===== src/rtl/pipeline_ctrl_if.sv =====
// Pipeline control bundle between the sequencer and its neighbours.
// Carries the debug commands, hazard/HALT status from the datapath and the
// per-stage enables/flushes that the sequencer returns.
//   master : debug unit / datapath side (drives commands and hazard status)
//   slave  : pipeline_ctrl side (drives stage enables and flushes)
// Parameter: REG_ADDR_SIZE - register address width.
interface pipeline_ctrl_if #(
  parameter int unsigned REG_ADDR_SIZE = 5
);
  // Debug-unit commands (one-cycle pulses)
  logic                     i_cmd_run;
  logic                     i_cmd_step;
  logic                     i_cmd_stop;
  // Datapath status
  logic                     i_if_halt;
  logic                     i_wb_halt;
  logic                     i_branch_taken;
  logic                     i_id_ex_mem_read;
  logic [REG_ADDR_SIZE-1:0] i_id_ex_rt;
  logic [REG_ADDR_SIZE-1:0] i_if_id_rs;
  logic [REG_ADDR_SIZE-1:0] i_if_id_rt;
  // Stage controls
  logic                     o_pc_enable;
  logic                     o_if_id_enable;
  logic                     o_if_id_flush;
  logic                     o_id_ex_enable;
  logic                     o_id_ex_flush;
  logic                     o_pipe_enable;
  logic                     o_stalled;
  logic [2:0]               o_state;

  modport master (
    output i_cmd_run, i_cmd_step, i_cmd_stop,
    output i_if_halt, i_wb_halt, i_branch_taken,
    output i_id_ex_mem_read, i_id_ex_rt, i_if_id_rs, i_if_id_rt,
    input  o_pc_enable, o_if_id_enable, o_if_id_flush,
    input  o_id_ex_enable, o_id_ex_flush, o_pipe_enable, o_stalled, o_state
  );

  modport slave (
    input  i_cmd_run, i_cmd_step, i_cmd_stop,
    input  i_if_halt, i_wb_halt, i_branch_taken,
    input  i_id_ex_mem_read, i_id_ex_rt, i_if_id_rs, i_if_id_rt,
    output o_pc_enable, o_if_id_enable, o_if_id_flush,
    output o_id_ex_enable, o_id_ex_flush, o_pipe_enable, o_stalled, o_state
  );
endinterface


===== src/rtl/pipeline_ctrl.sv =====
// Central sequencer for the five-stage pipeline registers (PC, IF/ID, ID/EX,
// EX/MEM, MEM/WB). Turns run/step/stop commands, load-use hazards, taken
// branches and HALT into stage enables and flushes, and drains the pipeline
// after a HALT is captured into IF/ID before freezing.
// Ports:
//   i_clk          clock
//   i_reset        synchronous, active-high reset
//   bus            pipeline_ctrl_if.slave (commands, hazards, stage controls)
//   o_cycle_count  executed-cycle counter (only with the macro below)
// Optional feature macro: PIPELINE_CTRL_CYCLE_COUNTER_EN
//   defined   -> CYCLE_COUNT_SIZE parameter and o_cycle_count port exist,
//                counting every cycle with o_pipe_enable = 1 (wraps).
//   undefined -> no counter, no port; all other behaviour identical.
// Stage controls are combinational from the registered state and the
// current hazard inputs; they are consumed at the next posedge.
module pipeline_ctrl #(
  parameter int unsigned REG_ADDR_SIZE = 5
`ifdef PIPELINE_CTRL_CYCLE_COUNTER_EN
  , parameter int unsigned CYCLE_COUNT_SIZE = 32
`endif
) (
  input  logic                        i_clk,
  input  logic                        i_reset,
  pipeline_ctrl_if.slave              bus
`ifdef PIPELINE_CTRL_CYCLE_COUNTER_EN
  , output logic [CYCLE_COUNT_SIZE-1:0] o_cycle_count
`endif
);

  typedef enum logic [2:0] {
    IDLE   = 3'd0,
    RUN    = 3'd1,
    STEP   = 3'd2,
    DRAIN  = 3'd3,
    HALTED = 3'd4
  } state_e;

  state_e state_q, state_d;

  logic [REG_ADDR_SIZE-1:0] ex_rt;
  logic [REG_ADDR_SIZE-1:0] id_rs;
  logic [REG_ADDR_SIZE-1:0] id_rt;
  logic                     active;
  logic                     load_use;
  logic                     if_id_enable;
  logic                     if_id_flush;
  logic                     halt_cap;

  assign ex_rt = bus.i_id_ex_rt;
  assign id_rs = bus.i_if_id_rs;
  assign id_rt = bus.i_if_id_rt;

  // Load in EX feeding a source of the instruction in ID; $zero never hazards.
  assign load_use = bus.i_id_ex_mem_read && (ex_rt != '0) &&
                    ((ex_rt == id_rs) || (ex_rt == id_rt));

  assign active = (state_q == RUN) || (state_q == STEP) || (state_q == DRAIN);

  // Stall beats branch flush: a stalled IF/ID holds, so no flush that cycle.
  assign if_id_enable = active && !load_use;
  assign if_id_flush  = if_id_enable && (bus.i_branch_taken || (state_q == DRAIN));

  // HALT only counts when it actually lands in IF/ID (not stalled, not flushed).
  assign halt_cap = if_id_enable && !if_id_flush && bus.i_if_halt;

  // State register
  always_ff @(posedge i_clk) begin
    if (i_reset) begin
      state_q <= IDLE;
    end else begin
      state_q <= state_d;
    end
  end

  // Next-state and stage controls
  always_comb begin
    state_d            = state_q;
    bus.o_pc_enable    = 1'b0;
    bus.o_if_id_enable = 1'b0;
    bus.o_if_id_flush  = 1'b0;
    bus.o_id_ex_enable = 1'b0;
    bus.o_id_ex_flush  = 1'b0;
    bus.o_pipe_enable  = 1'b0;
    bus.o_stalled      = 1'b0;
    bus.o_state        = state_q;

    if (active) begin
      bus.o_pipe_enable  = 1'b1;
      bus.o_id_ex_enable = 1'b1;
      bus.o_stalled      = load_use;
      bus.o_id_ex_flush  = load_use;
      bus.o_if_id_enable = if_id_enable;
      bus.o_if_id_flush  = if_id_flush;
      // PC freezes while draining and on the HALT fetch itself.
      bus.o_pc_enable    = if_id_enable && (state_q != DRAIN) && !bus.i_if_halt;
    end

    unique case (state_q)
      IDLE: begin
        if (bus.i_cmd_run) begin
          state_d = RUN;
        end else if (bus.i_cmd_step) begin
          state_d = STEP;
        end
      end
      RUN: begin
        if (halt_cap) begin
          state_d = DRAIN;
        end else if (bus.i_cmd_stop) begin
          state_d = IDLE;
        end
      end
      STEP: begin
        state_d = halt_cap ? DRAIN : IDLE;
      end
      DRAIN: begin
        if (bus.i_wb_halt) begin
          state_d = HALTED;
        end
      end
      HALTED: begin
        state_d = HALTED;
      end
      default: begin
        state_d = IDLE;
      end
    endcase
  end

`ifdef PIPELINE_CTRL_CYCLE_COUNTER_EN
  logic [CYCLE_COUNT_SIZE-1:0] count_q, count_d;

  // Executed-cycle count: every active cycle, stall cycles included.
  always_comb begin
    count_d = count_q;
    if (active) begin
      count_d = count_q + CYCLE_COUNT_SIZE'(1);
    end
  end

  always_ff @(posedge i_clk) begin
    if (i_reset) begin
      count_q <= '0;
    end else begin
      count_q <= count_d;
    end
  end

  assign o_cycle_count = count_q;
`endif

endmodule

===== src/flat_wrapper.sv =====
// flat-port wrapper written by rule: the top's interface ports become plain ports
module pipeline_ctrl_flat 
#(
  parameter int unsigned REG_ADDR_SIZE = 5

)
  (i_clk, i_reset, bus_i_cmd_run, bus_i_cmd_step, bus_i_cmd_stop, bus_i_if_halt, bus_i_wb_halt, bus_i_branch_taken, bus_i_id_ex_mem_read, bus_i_id_ex_rt, bus_i_if_id_rs, bus_i_if_id_rt, bus_o_pc_enable, bus_o_if_id_enable, bus_o_if_id_flush, bus_o_id_ex_enable, bus_o_id_ex_flush, bus_o_pipe_enable, bus_o_stalled, bus_o_state);
  pipeline_ctrl_if #(.REG_ADDR_SIZE(REG_ADDR_SIZE)) bus_i ();
  input  logic i_clk;
  input  logic i_reset;
  input wire logic [$bits(bus_i.i_cmd_run)-1:0] bus_i_cmd_run;
  input wire logic [$bits(bus_i.i_cmd_step)-1:0] bus_i_cmd_step;
  input wire logic [$bits(bus_i.i_cmd_stop)-1:0] bus_i_cmd_stop;
  input wire logic [$bits(bus_i.i_if_halt)-1:0] bus_i_if_halt;
  input wire logic [$bits(bus_i.i_wb_halt)-1:0] bus_i_wb_halt;
  input wire logic [$bits(bus_i.i_branch_taken)-1:0] bus_i_branch_taken;
  input wire logic [$bits(bus_i.i_id_ex_mem_read)-1:0] bus_i_id_ex_mem_read;
  input wire logic [$bits(bus_i.i_id_ex_rt)-1:0] bus_i_id_ex_rt;
  input wire logic [$bits(bus_i.i_if_id_rs)-1:0] bus_i_if_id_rs;
  input wire logic [$bits(bus_i.i_if_id_rt)-1:0] bus_i_if_id_rt;
  output wire logic [$bits(bus_i.o_pc_enable)-1:0] bus_o_pc_enable;
  output wire logic [$bits(bus_i.o_if_id_enable)-1:0] bus_o_if_id_enable;
  output wire logic [$bits(bus_i.o_if_id_flush)-1:0] bus_o_if_id_flush;
  output wire logic [$bits(bus_i.o_id_ex_enable)-1:0] bus_o_id_ex_enable;
  output wire logic [$bits(bus_i.o_id_ex_flush)-1:0] bus_o_id_ex_flush;
  output wire logic [$bits(bus_i.o_pipe_enable)-1:0] bus_o_pipe_enable;
  output wire logic [$bits(bus_i.o_stalled)-1:0] bus_o_stalled;
  output wire logic [$bits(bus_i.o_state)-1:0] bus_o_state;
  assign bus_i.i_cmd_run = bus_i_cmd_run;
  assign bus_i.i_cmd_step = bus_i_cmd_step;
  assign bus_i.i_cmd_stop = bus_i_cmd_stop;
  assign bus_i.i_if_halt = bus_i_if_halt;
  assign bus_i.i_wb_halt = bus_i_wb_halt;
  assign bus_i.i_branch_taken = bus_i_branch_taken;
  assign bus_i.i_id_ex_mem_read = bus_i_id_ex_mem_read;
  assign bus_i.i_id_ex_rt = bus_i_id_ex_rt;
  assign bus_i.i_if_id_rs = bus_i_if_id_rs;
  assign bus_i.i_if_id_rt = bus_i_if_id_rt;
  assign bus_o_pc_enable = bus_i.o_pc_enable;
  assign bus_o_if_id_enable = bus_i.o_if_id_enable;
  assign bus_o_if_id_flush = bus_i.o_if_id_flush;
  assign bus_o_id_ex_enable = bus_i.o_id_ex_enable;
  assign bus_o_id_ex_flush = bus_i.o_id_ex_flush;
  assign bus_o_pipe_enable = bus_i.o_pipe_enable;
  assign bus_o_stalled = bus_i.o_stalled;
  assign bus_o_state = bus_i.o_state;
  pipeline_ctrl #(.REG_ADDR_SIZE(REG_ADDR_SIZE)) u_core (.i_clk(i_clk), .i_reset(i_reset), .bus(bus_i));
endmodule

===== config.mk =====
export PLATFORM = sky130hd
export DESIGN_NAME = pipeline_ctrl_flat
export DESIGN_NICKNAME = d
export VERILOG_FILES = /design/src/rtl/pipeline_ctrl_if.sv /design/src/rtl/pipeline_ctrl.sv /design/src/flat_wrapper.sv
export SDC_FILE = /design/constraint.sdc
export NUM_CORES = 1
export LEC_CHECK = 0
export CAP_MARGIN = 0
export CORE_AREA = 4 4 41 43
export DETAILED_ROUTE_END_ITERATION = 12
export DIE_AREA = 0 0 45 47
export HOLD_SLACK_MARGIN = 0.15
export PLACE_DENSITY = 0.71
export SLEW_MARGIN = 20
export SYNTH_ARGS = -nofsm -noshare
export SYNTH_HDL_FRONTEND = slang
export SYNTH_SLANG_ARGS = --single-unit

===== constraint.sdc =====
create_clock -name i_clk -period 2.12 [get_ports i_clk]
set_clock_uncertainty 0.1 [all_clocks]
set_input_delay 0.424 -clock i_clk [delete_from_list [all_inputs] [get_ports i_clk]]
set_output_delay 0.424 -clock i_clk [all_outputs]
set_load 0.1 [all_outputs]

* After elaboration in Yosys (flattened, before gate mapping) *
Cells that the tools add are included.
Widths: inputs -> output; s select.

operators by class
  equal/unequal tests = 10
  muxes and demuxes = 12
  reduce and logical (&&, ||, !) cells = 18

operators with widths
  kind                count
  $mux 3              5
  $pmux 3 s5          1
  $eq 5x5->1          2
  $logic_and 1x1->1   8
  $eq 3x2->1 const B  2
  $ne 3x2->1 const B  2
  $mux 1              5
  $reduce_bool 5->1   1
  $logic_or 1x1->1    4
  $eq 3x1->1 const B  1
  $eq 3x3->1 const B  1
  $logic_not 1->1     3
  $logic_not 3->1     1
  $ne 3x3->1 const B  1
  $reduce_and 3->1    1
  $mux 2              1
  $ne 2x2->1 const B  1

storage, ports and cells
  flip-flop bits (word level) = 3
  input port bits = 24
  output and inout bits = 10
  word-level logic and storage cells = 41

* Depth between registers and ports, before layout *
  depth in word-level cells = 11
  mapped depth = 5
  gate-level depth less buffers = 5

* Least setup slack after synthesis *
Ideal clock, no wire load.

  kind = flip-flop to output port
  start point = register u_core.state_q[0] (netlist: u_core.bus.o_state[0])
  end point = output port bus_o_stalled
  arrival time = 4.940 ns
  data required time = 1.596 ns
  path slack = -3.344 ns
  cell stages (with the launch flop) = 4
  buffers on the path = 1
  path through = dfxtp_1 nor2_1 nor4_1 buf_4

on the way
  cells in the longest elaborated chain, start to end = 4
  elaborated cells on any way between the ends = 6
  classes of those cells = 3 x eq/ne; 1 x mux; 2 x reduce/logical

ends and longest elaborated chain
  what                                             RTL line             RTL
  start: declaration                               pipeline_ctrl.sv:38  state_e state_q, state_d;
  start signal: assignment                         pipeline_ctrl.sv:71  state_q <= state_d;
  $eq 3x1->1 / $eq 3x2->1 (equally long branches)  pipeline_ctrl.sv:57  assign active = (state_q == RUN) || (state_q == STEP) || (state_q == DRAIN);
  $logic_or 1x1->1                                 pipeline_ctrl.sv:57
  $logic_or 1x1->1 *                               pipeline_ctrl.sv:57
  $mux 1 *                                         -
  end: declaration                                 flat_wrapper.sv:27   output wire logic [$bits(bus_i.o_stalled)-1:0] bus_o_stalled;

Mark *: on every way between the ends. The rest lies on a longest branch, timed or not.

* Final worst setup path *
  start point = input port bus_i_id_ex_rt[3]
  end point = output port bus_o_pc_enable

on the way
  cells in the longest elaborated chain, start to end = 8
  elaborated cells on any way between the ends = 11
  classes of those cells = 2 x eq/ne; 1 x mux; 8 x reduce/logical

ends and longest elaborated chain
  what                                                          RTL line                                  RTL
  start: declaration                                            flat_wrapper.sv:18                        input wire logic [$bits(bus_i.i_id_ex_rt)-1:0] bus_i_id_ex_rt;
  $eq 5x5->1 / $reduce_bool 5->1 (equally long branches)        pipeline_ctrl.sv:55, pipeline_ctrl.sv:54
  $logic_or 1x1->1 / $logic_and 1x1->1 (equally long branches)  pipeline_ctrl.sv:55, pipeline_ctrl.sv:54
  $logic_and 1x1->1 *                                           pipeline_ctrl.sv:54                       assign load_use = bus.i_id_ex_mem_read && (ex_rt != '0) &&
  $logic_not 1->1 *                                             pipeline_ctrl.sv:60                       assign if_id_enable = active && !load_use;
  $logic_and 1x1->1 *                                           pipeline_ctrl.sv:60
  $logic_and 1x1->1 * (2 in a row)                              pipeline_ctrl.sv:95                       bus.o_pc_enable = if_id_enable && (state_q != DRAIN) && !bus.i_if_halt;
  $mux 1 *                                                      pipeline_ctrl.sv:87                       if (active) begin
  end: declaration                                              flat_wrapper.sv:21                        output wire logic [$bits(bus_i.o_pc_enable)-1:0] bus_o_pc_enable;

Marks and branches as above.

==> metrics <==
Slew Limit Headroom=75.7%; met3 GRT Util=1.53%; Slew Viols, Final=0; Peak Freq=435 MHz; grt total ovfl=0; Data arrival, critical path=1.77 ns; peak supply drop=0.349 mV; DRT Pass-1 Iters=4; core box area=1300 sq um; Crit-path slowest cell=or4_4; first-pass GRT wire length=1.89 mm; share of the synthesized area in the top cell type=22.9%; die area=between 2000 and 2500 sq um; DRC viols=0; GRT Overall Usage=12.2%; CP bufs+invs=2; post-synthesis net count=70; Static Leak=0.360 nW; grt peak-use layer=met2; Final Hold Fails=0; MaxCap Viol Count=0; initial antenna violation count=0; Reg clk slew, reported paths=roughly 0.040 ns; Num CTS Buffers=3; largest cells by area after synthesis=xor2_1 23%, dfxtp_1 16%, nor4_4 5.6%; Max stage delay on crit path=approximately 0.53 ns; Top delay family on crit path=simple AND/OR/NAND/NOR gates; die height=~47 um; Ys Warns=0; crit path launch type=input port; met2 usage=a little over a fifth; Post-Syn Area per Cell=8.32 sq um; RSZ-0062 raised after global routing=yes; GP Congestion=roughly 0.71; status=finished, violations left; Die X-Extent=between 40 and 50 um; min cycle time layout=2.30 ns; Synth Register Bits=3; largest net degree at the start of global routing=12; TNS Setup=-0.713 ns; max reg flops=3; failing checks=negative setup slack; placed cell areas=868 sq um; vias in the first global route=466; DR vias/cell=4.66; global routing met1 resource utilization=15.3%; Iter 0 DRT Violations=1; clk sinks=3; worst skew pair latency=~0.23 ns; setup ws final=-0.178 ns; Core Rows=13; Seq/Total Area, Yosys=15.7%; Area Growth Syn to Fin=138%; Min-Delay Path Class=reg -> reg; CP cell instances=buf_8, or4_4, o21ai_4, nor2_4, nor4_4, buf_12; synthesized area=around 380 sq um; WL/cell=11.9 um; buffers added on ports=33; CTS root buf=clkbuf_4; H-tree Lvls=1; Design Area, Final=910 sq um; share of cells above drive strength 1=52.3%; TritonCTS clock tree=built; dpl ws=-0.598 ns; Longest Clk Path Bufs=2; cells after synthesis=46; Worst EP required=1.60 ns; Routed Antenna Nets=0; crit-path max FO=3; CP endpoint kind=output pin; measured slew at the worst slew-check pin=0.363 ns; top cell type by total area after synthesis=xor2_1; initial core utilization=29.4%; Detail Placement HPWL=1.04 mm; fin nets=113; ANT cells=0; Synth cell types=25; WS Path Type=in -> out; Tcrit/Tclk final=108%; pwr dens=587 nW/um^2; Setup Viol. Count Final=5; DR vias=480; overall routed net length=1.23 mm; num ports=34
-- worst paths after layout --
| check | from | end | cells after the start | slack, ns |
|---|---|---|---|---|
| worst min register to register | u_core.bus.o_state[2] | u_core.bus.o_state[2] | 2 | 0.57 |
| worst min-delay path | u_core.bus.o_state[2] | u_core.bus.o_state[2] | 2 | 0.57 |
| worst max register to register | u_core.bus.o_state[0] | u_core.bus.o_state[0] | 4 | 0.83 |
| worst max-delay path | bus_i_id_ex_rt[3] | bus_o_pc_enable | 6 | -0.18 |
-- metrics by stage --
step           util, %  instances  hold WS [ns]  power, mW
6_report          69.9        103         0.573      0.534
5_1_grt           69.9        103         0.634      0.560
4_1_cts           69.9        103         0.577      0.540
3_5_place_dp      66.7         95         0.572      0.431
3_3_place_gp      66.7         95         0.577      0.430
2_1_floorplan        -         46         0.383      0.300
-- routing by layer --
metal	routed length, um	vias to the layer above	part of all wire, %
met3	44	0	3.6
met4	0	0	0
met1	505	225	41
met5	0	-	0
li1	-	245	-
met2	676	10	55
-- final cells by class --
type	count	area [sq um]
repair buffers	41	433
fillers	111	392
clock buffers	4	26.3
flip-flops and latches	3	68.8
well taps	15	18.8
multi-input cells	40	363
-- cells by family after synthesis --
family / share of synthesized area (%)
compound gates: 20.6
xor+xnor: 25.2
buf+inv: 4.90
flops: 15.7
mux: 2.61
simple gates: 31.0
-- worst min-delay path, cell delays in order, from the launching register on --
cell	delay [ns]
dfxtp_2	0.42
a21oi_1	0.16
nor2_1	0.05
-- cell usage after synthesis --
library cell / number
a211oi_2: 1
a21oi_1: 3
a22oi_1: 1
a22oi_2: 1
buf_4: 2
clkbuf_1: 1
dfxtp_1: 3
mux2i_1: 1
nand2_1: 1
nand2b_1: 1
nand3b_1: 1
nor2_1: 5
nor2_2: 1
nor3_1: 3
nor3b_1: 1
nor4_1: 1
nor4_4: 1
nor4b_1: 1
o21ai_0: 2
o21ai_1: 1
o21ai_4: 1
or2_2: 1
or4_4: 1
xnor2_1: 1
xor2_1: 10
-- what timing repair did --
| item | 4_1_cts | 5_1_grt |
|---|---|---|
| endpoints found under the setup margin | 5 | 5 |
| buffers inserted | 4 | 0 |
| gates cloned | 0 | 0 |
| resized for setup | 52 | 3 |
| pin swaps | 16 | 6 |
| hold buffers | 0 | 0 |
-- report_power, final --
group	internal, mW	switching (mW)	leakage, nW	total, mW
clock	0.0707	0.0327	0.0150	0.103
sequential	0.0615	0.00817	0.0264	0.0697
combinational	0.143	0.218	0.319	0.361
-- cells in the final DEF (no fill, tap or decap), drive strengths merged --
cell type      count
nor3b              1
nor2               6
clkbuf             4
a211oi             1
clkdlybuf4s15      2
nand3b             1
nor4b              1
nor4               2
o21ai              4
buf               28
or2                1
nor3               3
mux2i              1
nand2              1
dlygate4sd2        4
xnor2              1
or4                1
nand2b             1
a22oi              2
a21oi              3
xor2              10
clkdlybuf4s50      7
dfxtp              3
Note: power is estimated with default switching activity, not from simulation.
